## src/rtl/pwm_pkg.sv

```systemverilog
// Shared definitions for the duty ramp controller: FSM states, the rate
// select encoding and the prescaler tick-period table.
package pwm_pkg;

  typedef enum logic {
    IDLE = 1'b0,
    RAMP = 1'b1
  } ramp_state_e;

  typedef enum logic [1:0] {
    RATE_1    = 2'd0,
    RATE_16   = 2'd1,
    RATE_256  = 2'd2,
    RATE_4096 = 2'd3
  } rate_sel_e;

  // Prescaler counter width; holds the largest terminal count (4095).
  localparam int PRESC_W = 12;

  // Tick period in clock cycles for each rate_sel code.
  localparam int TICK_PERIOD [4] = '{1, 16, 256, 4096};

  // Terminal count of the prescaler (period - 1) for a given rate.
  function automatic logic [PRESC_W-1:0] tick_last(input rate_sel_e rate);
    return PRESC_W'(TICK_PERIOD[int'(rate)] - 1);
  endfunction

endpackage

```

## src/rtl/ramp_prescaler.sv

```systemverilog
// Tick prescaler for the duty ramp: counts while enabled and emits a
// one-cycle tick when the count reaches period-1, then wraps to zero.
module ramp_prescaler
  import pwm_pkg::*;
(
  input  logic      clk,
  input  logic      reset,
  input  logic      clear,
  input  logic      enable,
  input  rate_sel_e rate,
  output logic      tick
);

  logic [PRESC_W-1:0] cnt_q, cnt_d;
  logic               at_last;

  assign at_last = (cnt_q == tick_last(rate));
  // A clear wins over counting so a fresh start always restarts the period.
  assign tick    = enable && !clear && at_last;

  // Next count: clear, wrap at the terminal count, or advance.
  always_comb begin
    cnt_d = cnt_q;
    if (clear) begin
      cnt_d = '0;
    end else if (enable) begin
      cnt_d = at_last ? '0 : cnt_q + 1'b1;
    end
  end

  // Counter register, asynchronously cleared by the active-low reset.
  always_ff @(posedge clk or negedge reset) begin
    if (!reset) begin
      cnt_q <= '0;
    end else begin
      cnt_q <= cnt_d;
    end
  end

endmodule

```

## src/rtl/duty_ramp_ctrl.sv

```systemverilog
// Duty ramp controller: slews the PWM duty word toward a latched target in
// steps of at most STEP, one step per prescaler tick, and pulses done when
// the target is reached.
// Optional target clamp to MAX_DUTY is built when DUTY_CLAMP_EN is defined.
module duty_ramp_ctrl
  import pwm_pkg::*;
#(
  parameter int WORD_LENGTH = 8,
  parameter int STEP        = 1,
  parameter int MAX_DUTY    = 100
) (
  input  logic                   clk,
  input  logic                   reset,
  input  logic                   start,
  input  logic [WORD_LENGTH-1:0] target_duty,
  input  logic [1:0]             rate_sel,
  output logic [WORD_LENGTH-1:0] duty_out,
  output logic                   busy,
  output logic                   done,
  output logic                   clamped
);

`ifdef DUTY_CLAMP_EN
  localparam bit CLAMP_EN = 1'b1;
`else
  localparam bit CLAMP_EN = 1'b0;
`endif

  localparam int                   WP1    = WORD_LENGTH + 1;
  localparam logic [WORD_LENGTH:0] STEP_X = WP1'(STEP);
  localparam logic [WORD_LENGTH-1:0] STEP_N = WORD_LENGTH'(STEP);

  ramp_state_e            state_q;
  rate_sel_e              rate_q;
  logic [WORD_LENGTH-1:0] duty_q;
  logic [WORD_LENGTH-1:0] tgt_q;
  logic                   busy_q;
  logic                   done_q;
  logic                   clamped_q;

  logic                   over_max;
  logic [WORD_LENGTH-1:0] tgt_in;
  logic [WORD_LENGTH:0]   gap_up;
  logic [WORD_LENGTH:0]   gap_dn;
  logic [WORD_LENGTH-1:0] step_d;
  logic                   tick;

  // Target selection; with the clamp disabled over_max folds to zero.
  always_comb begin
    over_max = CLAMP_EN && (int'(target_duty) > MAX_DUTY);
    tgt_in   = over_max ? WORD_LENGTH'(MAX_DUTY) : target_duty;
  end

  // One bounded step toward the target; gaps are computed one bit wider so
  // the comparison against STEP can neither wrap nor overshoot.
  always_comb begin
    gap_up = {1'b0, tgt_q} - {1'b0, duty_q};
    gap_dn = {1'b0, duty_q} - {1'b0, tgt_q};
    step_d = duty_q;
    if (tgt_q > duty_q) begin
      step_d = (gap_up <= STEP_X) ? tgt_q : duty_q + STEP_N;
    end else if (tgt_q < duty_q) begin
      step_d = (gap_dn <= STEP_X) ? tgt_q : duty_q - STEP_N;
    end
  end

  ramp_prescaler u_prescaler (
    .clk    (clk),
    .reset  (reset),
    .clear  (start),
    .enable (state_q == RAMP),
    .rate   (rate_q),
    .tick   (tick)
  );

  // Ramp FSM with registered outputs; start has priority in both states.
  always_ff @(posedge clk or negedge reset) begin
    if (!reset) begin
      state_q   <= IDLE;
      rate_q    <= RATE_1;
      duty_q    <= '0;
      tgt_q     <= '0;
      busy_q    <= 1'b0;
      done_q    <= 1'b0;
      clamped_q <= 1'b0;
    end else begin
      done_q <= 1'b0;
      if (start) begin
        tgt_q     <= tgt_in;
        rate_q    <= rate_sel_e'(rate_sel);
        clamped_q <= over_max;
        if (tgt_in == duty_q) begin
          state_q <= IDLE;
          busy_q  <= 1'b0;
          done_q  <= 1'b1;
        end else begin
          state_q <= RAMP;
          busy_q  <= 1'b1;
        end
      end else if (state_q == RAMP && tick) begin
        duty_q <= step_d;
        if (step_d == tgt_q) begin
          state_q <= IDLE;
          busy_q  <= 1'b0;
          done_q  <= 1'b1;
        end
      end
    end
  end

  assign duty_out = duty_q;
  assign busy     = busy_q;
  assign done     = done_q;
  assign clamped  = clamped_q;

endmodule

```

## config.mk

```make
export PLATFORM = sky130hd
export DESIGN_NAME = duty_ramp_ctrl
export DESIGN_NICKNAME = d
export VERILOG_FILES = /design/src/rtl/pwm_pkg.sv /design/src/rtl/ramp_prescaler.sv /design/src/rtl/duty_ramp_ctrl.sv
export SDC_FILE = /design/constraint.sdc
export NUM_CORES = 1
export LEC_CHECK = 0
export CAP_MARGIN = 25
export CORE_ASPECT_RATIO = 0.75
export CORE_UTILIZATION = 26
export DETAILED_ROUTE_END_ITERATION = 8
export PLACE_DENSITY = 0.5
export SLEW_MARGIN = 15
export SYNTH_ARGS = -nofsm -noshare
export SYNTH_HDL_FRONTEND = slang
export SYNTH_SLANG_ARGS = --single-unit
```

## constraint.sdc

```tcl
create_clock -name clk -period 5.2 [get_ports clk]
set_input_delay 0.52 -clock clk [delete_from_list [all_inputs] [get_ports clk]]
set_output_delay 0.52 -clock clk [all_outputs]
set_load 0.005 [all_outputs]
```

==> impl_results.md, run 1 <==
- Fin Setup TNS: 0 ps
- TritonCTS Buffers: 5
- Die height: roughly 100 µm
- Max clock buf depth: 2
- Antenna violations before repair: 0
- Fin crit share: 0.8837
- Post-synth cell types: 73
- Post-Synthesis Cells: 443
- Sink Count: 32
- CP max FO: 13
- EDFF count, synth: 0
- DR vias/cell: roughly 5.7
- Maximum operating frequency: around 220 MHz
- Crit path launch type: register
- Layout area overhead: 16.62%
- Fin nets: 491
- Slew Limit Fails: 0
- MaxCap Viol Count: 0
- DPL Wire Length: roughly 8600 µm
- Setup Buffers After CTS: 0
- Maximum vdd drop: 193.2 µV
- Gr usage total: 0.1739
- Area of the multi-input gates: 2361 µm²
- Clk_skew: 7.227 ps
- Area share of fa/ha/maj cells after synthesis: 0.08234
- Pwr per Cell Area: about 530 nW/µm²
- CTS Hold Bufs: 0
- Syn Nets: 477
- Post-CTS sizing: 0
- Filler instances: 1320
- RePlAce Congestion: 0.9119
- Post-Synth Simple-Gate Area: 0.2300
- Antenna viol nets, final: 0
- DR pass1 iterations: 5
- Design Power: 0.002101 W
- R2r setup slk: 600 ps
- Iteration-0 DRC count of the detailed router: 514
- WP data arrival: 4730 ps
- Hold slack: 537.3 ps
- Clock root cell: clkbuf_16
- Layout cells sized above 1: 0.07642
- Tmin final: 4595 ps
- Die area: around 13000 µm²
- Port bufs: 22
- Async S/R FF share, synth: 1.000
- Vias: 3566
- Mapped Avg Cell Area: 7.615 µm²
- Register area: approximately 800 µm²
- GRT overflow: 0
- CTS tree: yes
- Crit Path Class: register to register
- Post-synthesis xor/xnor area fraction: 0.05972
- Number of global-route vias before repair: 3279
- Status: finished, final reports clean
- Design Area, Final: 3934 µm²
- Placement Rows: 35
- Flop and latch count out of synthesis: 32
- RSZ-0062 raised after global routing: no
- Layout Utilization: 0.3152
- Mux cell area share after synthesis: 0.01632
- Sequential area share after synthesis: 0.2374
- Largest family of logic cells by synthesized area: compound AO/OA/AOI/OAI gates
- Commonest cells after routing, fill and taps aside: 39 x a21oi_1, 39 x o21ai_0, 37 x nand2_1
- Lkg Pwr: around 1.6 nW
- Final setup violation count: 0
- Worst Hold Class: register to register
- Critical path endpoint category: register
- Mapped cell area: 3373 µm²
- Avg WL per Cell: between 15 and 20 µm
- Slew margin rel.: 0.3964
- Largest net degree at the start of global routing: 33
- Reg2reg end: busy
- Io pins: 24
- Reg2Reg Depth: 13
- # diodes: 0
- Clock latency on the worst-skew pair: 280 ps
- R2R Path Start: duty_out[0]
- Residual DRC: 0
- Worst-margin pin slew: ~880 ps
- Core area: about 12000 µm²
- Total wire length: 11460 µm
- Critical path destination: busy
- Reg clk slew, reported paths: 60 ps
- Initial Util: 0.2703
- CP startpoint: duty_out[0]
- WP data required: 5330 ps
- First-pass GRT wire length: 18190 µm
- Placed Area: ~3800 µm²
- Post-synthesis compound-gate area fraction: 0.3105
- CTS H-tree lvls: 2
- Hold Violations, Final: 0
- Die X-Extent: about 130 µm
- Most common flop cell mapped by yosys: dfrtp_1
- Yosys warns: 0
## cells by family (layout without fill, tap and decap cells)
logic type	after synthesis	count (layout)
compound gates	154	154
xor+xnor	23	23
fa+ha+maj	21	21
buf+inv	52	67
flops	32	32
mux	5	5
other cells	1	1
simple gates	155	155
## registers in the layout, indices dropped and copies added (netlist names)
| signal | flops |
|---|---|
| busy | 1 |
| done | 1 |
| duty_out | 8 |
| rate_q | 2 |
| tgt_q | 8 |
| u_prescaler.cnt_q | 12 |
## critical path, cell delays in order, from the launching register on
cell and delay, ps:
dfrtp_1 570, inv_1 220, ha_1 180, inv_1 50, fa_1 400, a21oi_1 170, o21bai_1 140, or3b_4 410
a2111oi_4 630, nand2_1 180, o311ai_2 380, mux2_4 360, a2111oi_0 590, a21oi_1 160
## cell type report
type / count / share of cell area
timing repair buffer: 33 / 0.07697
sequential: 32 / 0.2036
clock inverter: 2 / 0.008906
tap: 166 / 0.05280
clock buffer: 6 / 0.03276
multi-input combinational: 359 / 0.6002
inverter: 26 / 0.02481
## through the flow
stage	setup WS [ps]	std cells
after floorplan	1352	443
after global placement	717.3	616
after detailed placement	733.9	616
after CTS	674.7	624
after global routing	385.9	624
final	604.5	624
## synthesized netlist by cell type (9+ instances only)
master,instances,area [µm²]
nand2_1,37,138.9
nand3_1,14,70.07
clkbuf_1,18,67.56
xnor2_1,11,96.34
inv_1,25,93.84
nand4_1,9,56.30
a21oi_1,39,195.2
xor2_1,12,105.1
nor3_1,17,85.08
ha_1,19,237.7
dfrtp_1,32,800.8
nor2_1,36,135.1
o21ai_0,39,195.2
## layer usage
layer  track usage  vias up  part of all wire
met5             0        -                 0
met4       0.04983        0             0.018
met3       0.04575       25             0.092
met2        0.2388      194              0.39
met1        0.2603     1680              0.50
li1              -     1667                 -
## worst min path at each step
stage	from	endpoint	slack, ps	cells past startpoint
final	u_prescaler.cnt_q[10]	u_prescaler.cnt_q[10]	540	1
after global routing	u_prescaler.cnt_q[7]	u_prescaler.cnt_q[7]	570	2
after CTS	u_prescaler.cnt_q[10]	u_prescaler.cnt_q[10]	540	1
after detailed placement	u_prescaler.cnt_q[7]	u_prescaler.cnt_q[7]	530	2
after global placement	u_prescaler.cnt_q[7]	u_prescaler.cnt_q[7]	530	2
after floorplan	reset	busy	220	0
## power breakdown
part / switching (W) / total, W / internal, W
Clock: 0.000107 / 0.000332 / 0.000225
Combinational: 0.000876 / 0.00141 / 0.000538
Sequential: 0.0000681 / 0.000355 / 0.000287
Total: 0.00105 / 0.00210 / 0.00105
(Power assumes the default switching activity.)
==> inputs of run 2 (changes only) <==
--- a/config.mk
+++ b/config.mk
@@ -7,9 +7,9 @@
 export LEC_CHECK = 0
 export CAP_MARGIN = 25
 export CORE_ASPECT_RATIO = 0.75
-export CORE_UTILIZATION = 26
+export CORE_UTILIZATION = 35
 export DETAILED_ROUTE_END_ITERATION = 8
-export PLACE_DENSITY = 0.5
+export PLACE_DENSITY = 0.6
 export SLEW_MARGIN = 15
 export SYNTH_ARGS = -nofsm -noshare
 export SYNTH_HDL_FRONTEND = slang
==> impl_results.md, run 2 (same netlist as run 1, synthesis figures left out) <==
- Lkg Pwr: 1.514 nW (-2.5%)
- Clk_skew: 4.958 ps (-2.269 ps)
- Clock latency on the worst-skew pair: 280 ps (about the same)
- Fin nets: 484 (-1.4%)
- DR vias/cell: 6.066 (+6.1%)
- Seq pwr share: 0.190 (+0.021)
- Crit path launch type: register
- Maximum operating frequency: 213.7 MHz (-1.8%)
- Residual DRC: 0 (unchanged)
- Initial Util: 0.3668 (+0.09653)
- Setup Buffers After CTS: 0 (unchanged)
- DR pass1 iterations: 5 (unchanged)
- MaxCap Viol Count: 0 (unchanged)
- TritonCTS Buffers: 5 (unchanged)
- Hold slack: 548.4 ps (+11.10 ps)
- Sink Count: 32 (unchanged)
- DPL Wire Length: 8276 µm (-3.4%)
- Core area: 9196 µm² (-26%)
- Psw: 0.001035 W (-1.6%)
- WP data required: 5340 ps (about the same)
- Design Area, Final: 3819 µm² (-2.9%)
- Fin Setup TNS: 0 ps (unchanged)
- CP max FO: 13 (unchanged)
- Placement Rows: 30 (-14%)
- Layout cells sized above 1: 0.06430 (-0.01212)
- Antenna violations before repair: 0 (unchanged)
- Clock root cell: clkbuf_16
- Status: finished, final reports clean
- Iteration-0 DRC count of the detailed router: 544 (+5.8%)
- Pwr per Cell Area: 530.4 nW/µm² (-0.68%)
- Io pins: 24 (unchanged)
- Placed Area: 3670 µm² (-2.7%)
- CP max stage delay: 540 ps (-90 ps)
- Filler instances: 947 (-28%)
- Gr usage total: 0.2292 (+0.05533)
- Power share of the combinational group: 0.663 (-0.010)
- Clock network power share: 0.147 (-0.011)
- Worst Hold Class: register to register
- Number of global-route vias before repair: 3177 (-3.1%)
- Largest delay share family, worst path: compound AO/OA/AOI/OAI gates
- Die height: 87.02 µm (-14%)
- Largest net degree at the start of global routing: 33 (unchanged)
- WHS Path Cells: 1 (unchanged)
- Total wire length: 10930 µm (-4.6%)
- Max FFs per register: 12 (unchanged)
- Net switching share of the total power: 0.5108 (+0.01048)
- CTS Hold Bufs: 0 (unchanged)
- Vias: 3512 (-1.5%)
- CP Depth: 13 (unchanged)
- Reg clk slew, reported paths: 50 ps (about the same)
- CTS H-tree lvls: 2 (unchanged)
- RSZ-0062 raised after global routing: no
- Final setup violation count: 0 (unchanged)
- Hold Violations, Final: 0 (unchanged)
- Crit-path slowest cell: dfrtp_1
- Crit Path Class: register to register
- Commonest cells after routing, fill and taps aside: 39 x a21oi_1, 39 x o21ai_0, 37 x nand2_1
- Reg with most FFs: u_prescaler.cnt_q
- Max clock buf depth: 2 (unchanged)
- GRT overflow: 0 (unchanged)
- Fin crit share: 0.8997 (+0.01597)
- Avg WL per Cell: 18.87 µm (+2.8%)
- Port bufs: 22 (unchanged)
- Slew Limit Fails: 0 (unchanged)
- Critical path endpoint category: register
- Die area: 10040 µm² (-25%)
- Layout Utilization: 0.4152 (+0.1000)
- Int Pwr: 0.0009909 W (-5.6%)
- Reg2Reg Depth: 13 (unchanged)
- CP cell instances: inv_1 -> ha_1 -> inv_1 -> fa_1 -> a21oi_1 -> o21bai_1 -> or3b_4 -> a2111oi_4 -> nand2_1 -> o311ai_2 -> mux2_4 -> a2111oi_0 -> a21oi_1
- CTS tree: yes
- Buf/Inv on CP: 2 (unchanged)
- Antenna viol nets, final: 0 (unchanged)
- Die X-Extent: 115.4 µm (-14%)
- Tmin final: 4678 ps (+83.03 ps)
- WP data arrival: 4820 ps (+90 ps)
- Slew margin rel.: 0.4406 (+0.04415)
- # diodes: 0 (unchanged)
- RePlAce Congestion: 0.9357 (+2.6%)
- Worst-margin pin slew: 836.5 ps (-46.03 ps)
- Post-CTS sizing: 0 (unchanged)
- Maximum vdd drop: 167.3 µV (-13%)
- First-pass GRT wire length: 17440 µm (-4.1%)
- Layout area overhead: 13.20%
[run 2: final timing paths]
path	start	end	slack [ps]
hold / removal	u_prescaler.cnt_q[10]	u_prescaler.cnt_q[10]	550
setup reg to reg	duty_out[0]	busy	520
hold reg to reg	u_prescaler.cnt_q[10]	u_prescaler.cnt_q[10]	550
setup / recovery	duty_out[0]	busy	520
max in group asynchronous	reset	duty_out[0]	4240
min in group asynchronous	reset	tgt_q[6]	640
[run 2: power groups by stage]
stage | clock network [W] | registers (W) | logic [W]
2_1_floorplan | 0 | 0.000343 | 0.000977
5_1_grt | 0.000317 | 0.000394 | 0.00146
4_1_cts | 0.000306 | 0.000382 | 0.00130
6_report | 0.000299 | 0.000384 | 0.00134
3_3_place_gp | 0 | 0.000384 | 0.00131
3_5_place_dp | 0 | 0.000386 | 0.00129
[run 2: per-layer routing]
| metal | vias up | GRT usage | routed length [µm] | part of all wire |
|---|---|---|---|---|
| met2 | 198 | 0.3010 | 4210 | 0.39 |
| met5 | - | 0 | 0 | 0 |
| met4 | 0 | 0.04959 | 159 | 0.015 |
| li1 | 1641 | - | - | - |
| met3 | 26 | 0.06889 | 1368 | 0.13 |
| met1 | 1647 | 0.3554 | 5188 | 0.47 |
[run 2: layout make-up]
cell class	instances	area, µm²	share of cell area
tap	128	160.2	0.04194
clock inverter	2	10.01	0.002621
clock buffer	6	138.9	0.03637
timing repair buffer	26	250.2	0.06553
inverter	26	97.59	0.02556
sequential	32	800.8	0.2097
multi-input combinational	359	2361	0.6183
[run 2: worst reg2reg max path: cells and delay by family (launching register included)]
kind | cells | cell delay [ps]
mux | 1 | 350
fa+ha+maj | 2 | 570
buf+inv | 2 | 240
compound gates | 6 | 1980
simple gates | 2 | 860
flops | 1 | 540
[run 2: through the flow]
| stage | instances | setup WS (ps) | total power [W] |
|---|---|---|---|
| global route | 579 | 242.7 | 0.002171 |
| CTS | 579 | 668.2 | 0.001990 |
| finish | 579 | 521.5 | 0.002026 |
| detailed placement | 571 | 706.5 | 0.001678 |
| floorplan | 443 | 1352 | 0.001319 |
| global placement | 571 | 925.2 | 0.001692 |
==> inputs of run 3 (changes only) <==
--- a/config.mk
+++ b/config.mk
@@ -5,6 +5,7 @@
 export SDC_FILE = /design/constraint.sdc
 export NUM_CORES = 1
 export LEC_CHECK = 0
+export ABC_CLOCK_PERIOD_IN_PS = 5200
 export CAP_MARGIN = 25
 export CORE_ASPECT_RATIO = 0.75
 export CORE_UTILIZATION = 35
==> results of run 3 <==
Final layout, timing and power as in run 2 (identical DEF).
